## config.mk

```make
export PLATFORM = sky130hd
export DESIGN_NAME = fp_divider_seq
export DESIGN_NICKNAME = d
export VERILOG_FILES = /design/src/rtl/fp_divider_seq.sv
export SDC_FILE = /design/constraint.sdc
export NUM_CORES = 1
export LEC_CHECK = 0
export ABC_CLOCK_PERIOD_IN_PS = 3800
export CAP_MARGIN = 20
export CORE_ASPECT_RATIO = 1.25
export CORE_UTILIZATION = 40
export CTS_BUF_LIST = sky130_fd_sc_hd__clkbuf_16
export DETAILED_ROUTE_END_ITERATION = 10
export PLACE_DENSITY_LB_ADDON = 0.15
export SYNTH_ARGS = -nofsm -noshare
export SYNTH_HDL_FRONTEND = slang
export SYNTH_SLANG_ARGS = --single-unit
```

## constraint.sdc

```tcl
create_clock -name clk -period 3.8 [get_ports clk]
set_input_delay 0.76 -clock clk [delete_from_list [all_inputs] [get_ports clk]]
set_output_delay 0.76 -clock clk [all_outputs]
set_load 0.05 [all_outputs]
```

## src/rtl/fp_divider_seq.sv

```systemverilog
// Sequential IEEE-754 single-precision divider: restoring radix-2 mantissa
// division, one quotient bit per cycle, FTZ, round-to-nearest-even.
module fp_divider_seq (
  input  logic        clk,
  input  logic        rst_n,
  input  logic        in_valid,
  output logic        in_ready,
  input  logic [31:0] a,
  input  logic [31:0] b,
  output logic        out_valid,
  input  logic        out_ready,
  output logic [31:0] result,
  output logic        overflow,
  output logic        underflow,
  output logic        div_by_zero
);

  typedef enum logic [1:0] {IDLE, DIVIDE, NORM, DONE} state_t;

  localparam logic [31:0] QNAN = 32'h7FC00000;

  state_t             state;
  logic               sign;
  logic [23:0]        mb;
  logic [24:0]        rem;
  logic [25:0]        q;
  logic [4:0]         cnt;
  logic signed [9:0]  exp_d;

  // Handshake: a transfer happens on an edge where valid && ready are both
  // high; out_valid is held with stable data until out_ready accepts it.
  assign in_ready = (state == IDLE);

  // Operand classification on the live inputs (only used on the accept edge)
  logic [7:0] ea, eb;
  logic       s, a_zero, b_zero, a_inf, b_inf, a_nan, b_nan;
  assign ea     = a[30:23];
  assign eb     = b[30:23];
  assign s      = a[31] ^ b[31];
  assign a_zero = (ea == 8'd0);
  assign b_zero = (eb == 8'd0);
  assign a_inf  = (ea == 8'hFF) && (a[22:0] == 23'd0);
  assign b_inf  = (eb == 8'hFF) && (b[22:0] == 23'd0);
  assign a_nan  = (ea == 8'hFF) && (a[22:0] != 23'd0);
  assign b_nan  = (eb == 8'hFF) && (b[22:0] != 23'd0);

  logic        sp_hit, sp_dbz;
  logic [31:0] sp_res;
  always_comb begin
    sp_hit = 1'b1;
    sp_dbz = 1'b0;
    sp_res = {s, 31'd0};
    if (a_nan || b_nan)                             sp_res = QNAN;
    else if ((a_zero && b_zero) || (a_inf && b_inf)) sp_res = QNAN;
    else if (a_inf)                                 sp_res = {s, 8'hFF, 23'd0};
    else if (b_inf)                                 sp_res = {s, 31'd0};
    else if (a_zero)                                sp_res = {s, 31'd0};
    else if (b_zero) begin
      sp_res = {s, 8'hFF, 23'd0};
      sp_dbz = 1'b1;
    end else
      sp_hit = 1'b0;
  end

  // One restoring step; the partial remainder stays below 2*mb so 25 bits suffice
  logic [25:0] diff;
  logic        qbit;
  logic [24:0] rem_sub, rem_next;
  assign diff     = {1'b0, rem} - {2'b00, mb};
  assign qbit     = ~diff[25];
  assign rem_sub  = qbit ? diff[24:0] : rem;
  assign rem_next = {rem_sub[23:0], 1'b0};

  // Normalise, round and pack from the finished quotient
  logic [23:0]       mant;
  logic              guard, sticky, rnd;
  logic [24:0]       mant_r;
  logic signed [9:0] exp_n, exp_f;
  logic              ovf, unf;
  logic [31:0]       norm_res;
  always_comb begin
    mant     = q[25] ? q[25:2] : q[24:1];
    guard    = q[25] ? q[1] : q[0];
    sticky   = (q[25] & q[0]) | (rem != 25'd0);
    exp_n    = q[25] ? exp_d + 10'sd1 : exp_d;
    rnd      = guard & (sticky | mant[0]);
    mant_r   = {1'b0, mant} + {24'd0, rnd};
    exp_f    = mant_r[24] ? exp_n + 10'sd1 : exp_n;
    ovf      = (exp_f >= 10'sd255);
    unf      = (exp_f <= 10'sd0);
    norm_res = {sign, exp_f[7:0], mant_r[22:0]};
    if (ovf)      norm_res = {sign, 8'hFF, 23'd0};
    else if (unf) norm_res = {sign, 31'd0};
  end

  always_ff @(posedge clk or negedge rst_n) begin
    if (!rst_n) begin
      state       <= IDLE;
      sign        <= 1'b0;
      mb          <= 24'd0;
      rem         <= 25'd0;
      q           <= 26'd0;
      cnt         <= 5'd0;
      exp_d       <= 10'sd0;
      out_valid   <= 1'b0;
      result      <= 32'd0;
      overflow    <= 1'b0;
      underflow   <= 1'b0;
      div_by_zero <= 1'b0;
    end else begin
      case (state)
        IDLE: if (in_valid) begin
          sign <= s;
          if (sp_hit) begin
            result      <= sp_res;
            overflow    <= 1'b0;
            underflow   <= 1'b0;
            div_by_zero <= sp_dbz;
            out_valid   <= 1'b1;
            state       <= DONE;
          end else begin
            mb    <= {1'b1, b[22:0]};
            rem   <= {2'b01, a[22:0]};
            q     <= 26'd0;
            cnt   <= 5'd25;
            exp_d <= $signed({2'b00, ea} - {2'b00, eb} + 10'd126);
            state <= DIVIDE;
          end
        end
        DIVIDE: begin
          q   <= {q[24:0], qbit};
          rem <= rem_next;
          cnt <= cnt - 5'd1;
          if (cnt == 5'd0) state <= NORM;
        end
        NORM: begin
          result      <= norm_res;
          overflow    <= ovf;
          underflow   <= ~ovf & unf;
          div_by_zero <= 1'b0;
          out_valid   <= 1'b1;
          state       <= DONE;
        end
        DONE: if (out_ready) begin
          out_valid <= 1'b0;
          state     <= IDLE;
        end
        default: state <= IDLE;
      endcase
    end
  end

endmodule

```

# After elaboration in Yosys (flattened, before gate mapping)

Cells that the tools add are included.

$add $sub $neg: 7
Magnitude comparators: 2
Equal/unequal tests: 10
Muxes and demuxes: 52
Bitwise operators: 9
Reductions and logical operators: 26

Operators by type and width:

| kind                                                                | number |
|---|---|
| 2-to-1 mux 31 bit                                                   | 6 |
| 2-to-1 mux 32 bit                                                   | 4 |
| case mux 32 bit (2 select lines)                                    | 1 |
| 2-to-1 mux 26 bit                                                   | 2 |
| case mux 26 bit (2 select lines)                                    | 1 |
| 2-to-1 mux 25 bit                                                   | 2 |
| case mux 25 bit (2 select lines)                                    | 1 |
| 2-to-1 mux 24 bit                                                   | 2 |
| logical NOT 23 bit                                                  | 2 |
| nonzero test 23 bit                                                 | 2 |
| subtractor 25 x 24 -> 26 bit                                        | 1 |
| adder 24 x 1 -> 25 bit                                              | 1 |
| nonzero test 25 bit                                                 | 1 |
| adder 10 x 2 -> 10 bit (second input constant)                      | 2 |
| 2-to-1 mux 10 bit                                                   | 2 |
| 2-to-1 mux 1 bit                                                    | 19 |
| == test 8 bit (second input constant)                               | 2 |
| logical NOT 8 bit                                                   | 2 |
| AND reduction 3 bit                                                 | 4 |
| adder 9 x 8 -> 10 bit (second input constant)                       | 1 |
| greater-or-equal comparator 10 x 9 -> 1 bit (second input constant) | 1 |
| less-or-equal comparator 10 x 1 -> 1 bit (second input constant)    | 1 |
| 2-to-1 mux 5 bit                                                    | 2 |
| case mux 5 bit (2 select lines)                                     | 1 |
| 22 further kinds                                                    | 43 |

Flip-flop bits (word level): 129
Input port bits: 68
Output and inout bits: 37
Logic and storage cells: 118

# Depth between registers and ports, before layout

Depth in word-level cells: 10
Gate-level depth with buffers: 18
Depth with buffers taken out: 12

# Worst setup path after synthesis

Ideal clock, no wire load.

Path type: register to register
Start: reg q[25]
End: reg result[17]
Setup time: 121 ps
Data arrival time: 3882 ps
Data required time: 3679 ps
Slack: -203 ps
Cell stages (with the launch flop): 18
Buffers on the path: 6
Clock period less this slack: 4003 ps
Cell sequence: dfrtp_1 buf_6 buf_2 buf_2 buf_1 clkbuf_1 nand2_1 a21boi_0 ha_1 and3_1 and4_1 nand4_2 o31a_1 o21ai_1 or3b_4 o2111a_2 buf_6 a22o_1

Cells in the longest elaborated chain, start to end: 10
Elaborated cells between the ends (all ways): 15
Classes of those cells: add/sub (2); order compare (2); mux (7); bitwise (4)

RTL lines:

| element                                  | RTL line | text |
|---|---|---|
| from (decl)                              | 26       | `logic [25:0] q;` |
| from (signal assigned)                   | 131      | `q <= {q[24:0], qbit};` |
| bitwise AND 1 bit                        | 84       | `sticky = (q[25] & q[0]) \| (rem != 25'd0);` |
| OR 1 bit                                 | 84       |  |
| OR 1 bit                                 | 86       | `rnd = guard & (sticky \| mant[0]);` |
| bitwise AND 1 bit                        | 86       |  |
| adder 24 x 1 -> 25 bit                   | 87       | `mant_r = {1'b0, mant} + {24'd0, rnd};` |
| 2-to-1 mux 10 bit                        | 88       | `exp_f = mant_r[24] ? exp_n + 10'sd1 : exp_n;` |
| less-or-equal comparator 10 x 1 -> 1 bit | 90       | `unf = (exp_f <= 10'sd0);` |
| 2-to-1 mux 31 bit                        | 93       | `else if (unf) norm_res = {sign, 31'd0};` |
| 2-to-1 mux 31 bit *                      | 92       | `if (ovf) norm_res = {sign, 8'hFF, 23'd0};` |
| case mux 32 bit (2 select lines) *       | 111      | `case (state)` |
| to (signal assigned)                     | 115      | `result <= sp_res;` |
| to (signal assigned)                     | 137      | `result <= norm_res;` |
| to (decl)                                | 12       | `output logic [31:0] result,` |

Every way passes the cells marked *; elsewhere a longest branch is shown, timed or not.
A chain may end at the register's enable or synchronous reset.

# Worst setup path after layout

Start: reg rem[6]
End: reg rem[10]

Cells in the longest elaborated chain, start to end: 3

RTL lines:

| element                          | RTL line | text |
|---|---|---|
| from (decl)                      | 25       | `logic [24:0] rem;` |
| from (signal assigned)           | 123      | `rem <= {2'b01, a[22:0]};` |
| from (signal assigned)           | 132      | `rem <= rem_next;` |
| subtractor 25 x 24 -> 26 bit     | 69       | `assign diff = {1'b0, rem} - {2'b00, mb};` |
| 2-to-1 mux 24 bit                | 71       | `assign rem_sub = qbit ? diff[24:0] : rem;` |
| case mux 25 bit (2 select lines) | 111      |  |

Every way passes these cells.

==> impl_metrics.tcl <==
set metrics [dict create \
    cp.arrival_ps 3930 \
    cts_resized 0 \
    synth-main-ff-cell "dfrtp_1" \
    crit_family "compound AO/OA/AOI/OAI gates" \
    fin_util 0.4994 \
    rsz0062_at_grt "false" \
    synth_compound_area_frac 0.2115 \
    row_count 61 \
    leakagePower_uw 0.004619 \
    path_class "reg -> reg" \
    clkTransAtPathRegs_ps 60 \
    post-route-period-util 0.9398 \
    peakVddDrop_uv 495.7 \
    coreArea_um2 22290 \
    grt_pass1_vias 7817 \
    drtIter0Drc 394 \
    cp_num_buf_inv 1 \
    startpoint "rem[6]" \
    port-buffer-count 104 \
    hold_viol_final 0 \
    root_buffer "clkbuf_16" \
    pin_count 105 \
    start_util 0.4071 \
    setup_tns_ps 0 \
    synth_simple_gate_area_frac 0.2002 \
    hold_path.class "in -> async" \
    synth_cell_type_count 66 \
    antenna_found_initial 0 \
    slew_headroom 0.3725 \
    dp_hpwl_mm 18.25 \
    worst_setup_path_start_kind "flip-flop" \
    final_nets 1271 \
    drive_gt1_frac 0.07771 \
    htreeDepth 4 \
    fmax_ghz 0.2800 \
    seq_area_frac_synth 0.3558 \
    cp_slowest_cell "o31ai_1" \
    cp.depth 10 \
    drc 0 \
    rr_worst_depth 10 \
    netlist_instances 1071 \
    die_h_um 170.4 \
    grt_usage 0.2229 \
    grt_pass1_wl_mm 40.32 \
    clockBufferDepth 2 \
    synth_mux_area_frac 0.05336 \
    post-route-min-period_ps 3571 \
    yosysWarningCount 0 \
    synth_edf_count 0 \
    max_stage_delay_ps 530 \
    synthArstFlopShare 1.000 \
    outcome "finished clean" \
    reg2reg_to "rem[10]" \
    antenna_cells 0 \
    reg2reg_slack_ps 230 \
    cp_data_required_time_ps 4160 \
    drtPass1Iterations 6 \
    grt_overflow 0 \
    final_max_slew_viol_count 0 \
    post_cts_buffers 0 \
    grt_start_max_net_pins 78 \
    worst_pin_slew_ps 932.6 \
    synth-xor-area-share 0.06564 \
    finClkSkew_ps 12.62 \
    routed_wl_mm 24.46 \
    avgSynthCellArea_um2 8.472 \
    synth_largest_area_cell "dfrtp_1" \
    vias_per_cell 5.616 \
    power_density_nw_per_um2 826.9 \
    synth_area_um2 9074 \
    fp.dieW_um 136.7 \
    cts_buffers 17 \
    synthAdderAreaFrac 0.06233 \
    drtAntennaViolNets 0 \
    synth_top_family_by_area "compound AO/OA/AOI/OAI gates" \
    worstSetupEndpointType "flip-flop" \
    postCtsHoldBufs 0 \
    wire_per_inst_um 16.82 \
    synth_top_area_frac 0.3558 \
    gp_congestion 0.9962 \
    tritoncts "done" \
    cts_sinks 129 \
    synthesis.nets 1183 \
    synthTopCellsByArea "dfrtp_1 36%, o21ai_0 5.8%, ha_1 5.8%, nand2_1 5.6%, mux2i_1 4.0%" \
    cp_max_fo 22 \
    via_count 8166 \
    clkLatencyLatePin_ps 430 \
    r2r_start "rem[6]" \
    areaGrowthSynthToFinish_pct 22.66 \
    cap_violations 0 \
    die_area_um2 23290 \
    setup_viol 0 \
    ys_seq_elements 129 \
    cp_cell_sequence "ha_1 > a211oi_1 > o21ai_0 > o311ai_0 > o211a_1 > o31ai_1 > a41oi_2 > buf_12 > a311o_1 > nand3_1" \
]
## worst max path at each step
stage,to,slack [ps]
2_1_floorplan,result[17],50
3_3_place_gp,rem[10],280
3_5_place_dp,cnt[4],240
4_1_cts,rem[10],250
5_1_grt,rem[10],20
6_report,rem[10],230
## worst register-to-register path, stage by stage (launching register included)
cell,delay [ps]
dfrtp_1,450
ha_1,420
a211oi_1,100
o21ai_0,280
o311ai_0,300
o211a_1,240
o31ai_1,530
a41oi_2,440
buf_12,310
a311o_1,350
nand3_1,80
## per-stage QoR
step | std cells | power (uW) | hold slack [ps] | cell area, um^2 | setup WS (ps)
2_1_floorplan | 1071 | 5902 | 418.1 | 9079 | 48.19
3_3_place_gp | 1423 | 7300 | 462.9 | 10480 | 275.6
3_5_place_dp | 1423 | 7355 | 472.0 | 10480 | 238.7
4_1_cts | 1454 | 9238 | 392.9 | 11130 | 249.9
5_1_grt | 1454 | 9918 | 427.8 | 11130 | 21.29
6_report | 1454 | 9203 | 343.5 | 11130 | 228.9
## cell families (layout without fill, tap and decap cells)
logic type      Yosys count  in the layout
compound gates          296            296
xor+xnor                 68             68
fa+ha+maj                44             44
buf+inv                 115            215
flops                   129            129
mux                      47             47
simple gates            372            372
## where the power goes
part           switching [uW]  internal, uW  total, uW
sequential                399          1800       2200
combinational            3040          2120       5160
clock                     668          1170       1840
## layout make-up
cell class | instances | area, um^2
repair buffers | 131 | 1282
flip-flops and latches | 129 | 3229
clock inverters | 14 | 227.7
fillers | 2151 | 11160
clock buffers | 17 | 425.4
well taps | 283 | 354.1
multi-input cells | 827 | 5411
inverters | 53 | 198.9
## state kept, by name, summed over array words and instances, names as in the netlist
name,cells
mb,24
state,2
q,26
rem,25
sign,1
result,32
overflow,1
underflow,1
exp_d,10
cnt,5
out_valid,1
div_by_zero,1
## cells in the final DEF, fill, tap and decap left out, types with 21 or more instances in the layout
| cell | count |
|---|---|
| nand2_1 | 136 |
| dfrtp_1 | 128 |
| o21ai_0 | 106 |
| clkdlybuf4s50_1 | 103 |
| nor2_1 | 62 |
| inv_1 | 53 |
| a21oi_1 | 42 |
| ha_1 | 42 |
| xnor2_1 | 40 |
| nand3_1 | 39 |
| mux2i_1 | 36 |
| xor2_1 | 28 |
| nor3_1 | 28 |
| a22o_1 | 24 |
| buf_4 | 24 |
| nand4_1 | 21 |
| nor4_1 | 21 |
## cells in the mapped netlist, types with 8 or more instances
| library cell | count |
|---|---|
| or2_2 | 10 |
| dfrtp_1 | 129 |
| o21ai_0 | 106 |
| o21a_1 | 12 |
| a21oi_1 | 44 |
| nor4_1 | 21 |
| a21o_1 | 10 |
| nand3_1 | 39 |
| buf_2 | 8 |
| xnor2_1 | 40 |
| mux2_2 | 11 |
| nor2_1 | 62 |
| nand2_1 | 136 |
| nor3_1 | 28 |
| inv_1 | 53 |
| a22oi_1 | 19 |
| xor2_1 | 28 |
| nor2b_1 | 9 |
| clkbuf_1 | 46 |
| and3_1 | 12 |
| o31ai_1 | 9 |
| a31oi_1 | 9 |
| ha_1 | 42 |
| a22o_1 | 24 |
| mux2i_1 | 36 |
| nand4_1 | 21 |
## per-layer routing
| metal | up-vias | track usage | share of wire | wire length, um |
|---|---|---|---|---|
| li1 | 4056 | - | - | - |
| met5 | - | 0 | 0 | 0 |
| met4 | 0 | 0.06377 | 0.017 | 405 |
| met1 | 3903 | 0.2762 | 0.43 | 10610 |
| met3 | 26 | 0.03753 | 0.037 | 895 |
| met2 | 181 | 0.3922 | 0.51 | 12550 |
No activity file was read; power rests on OpenSTA's default activity.
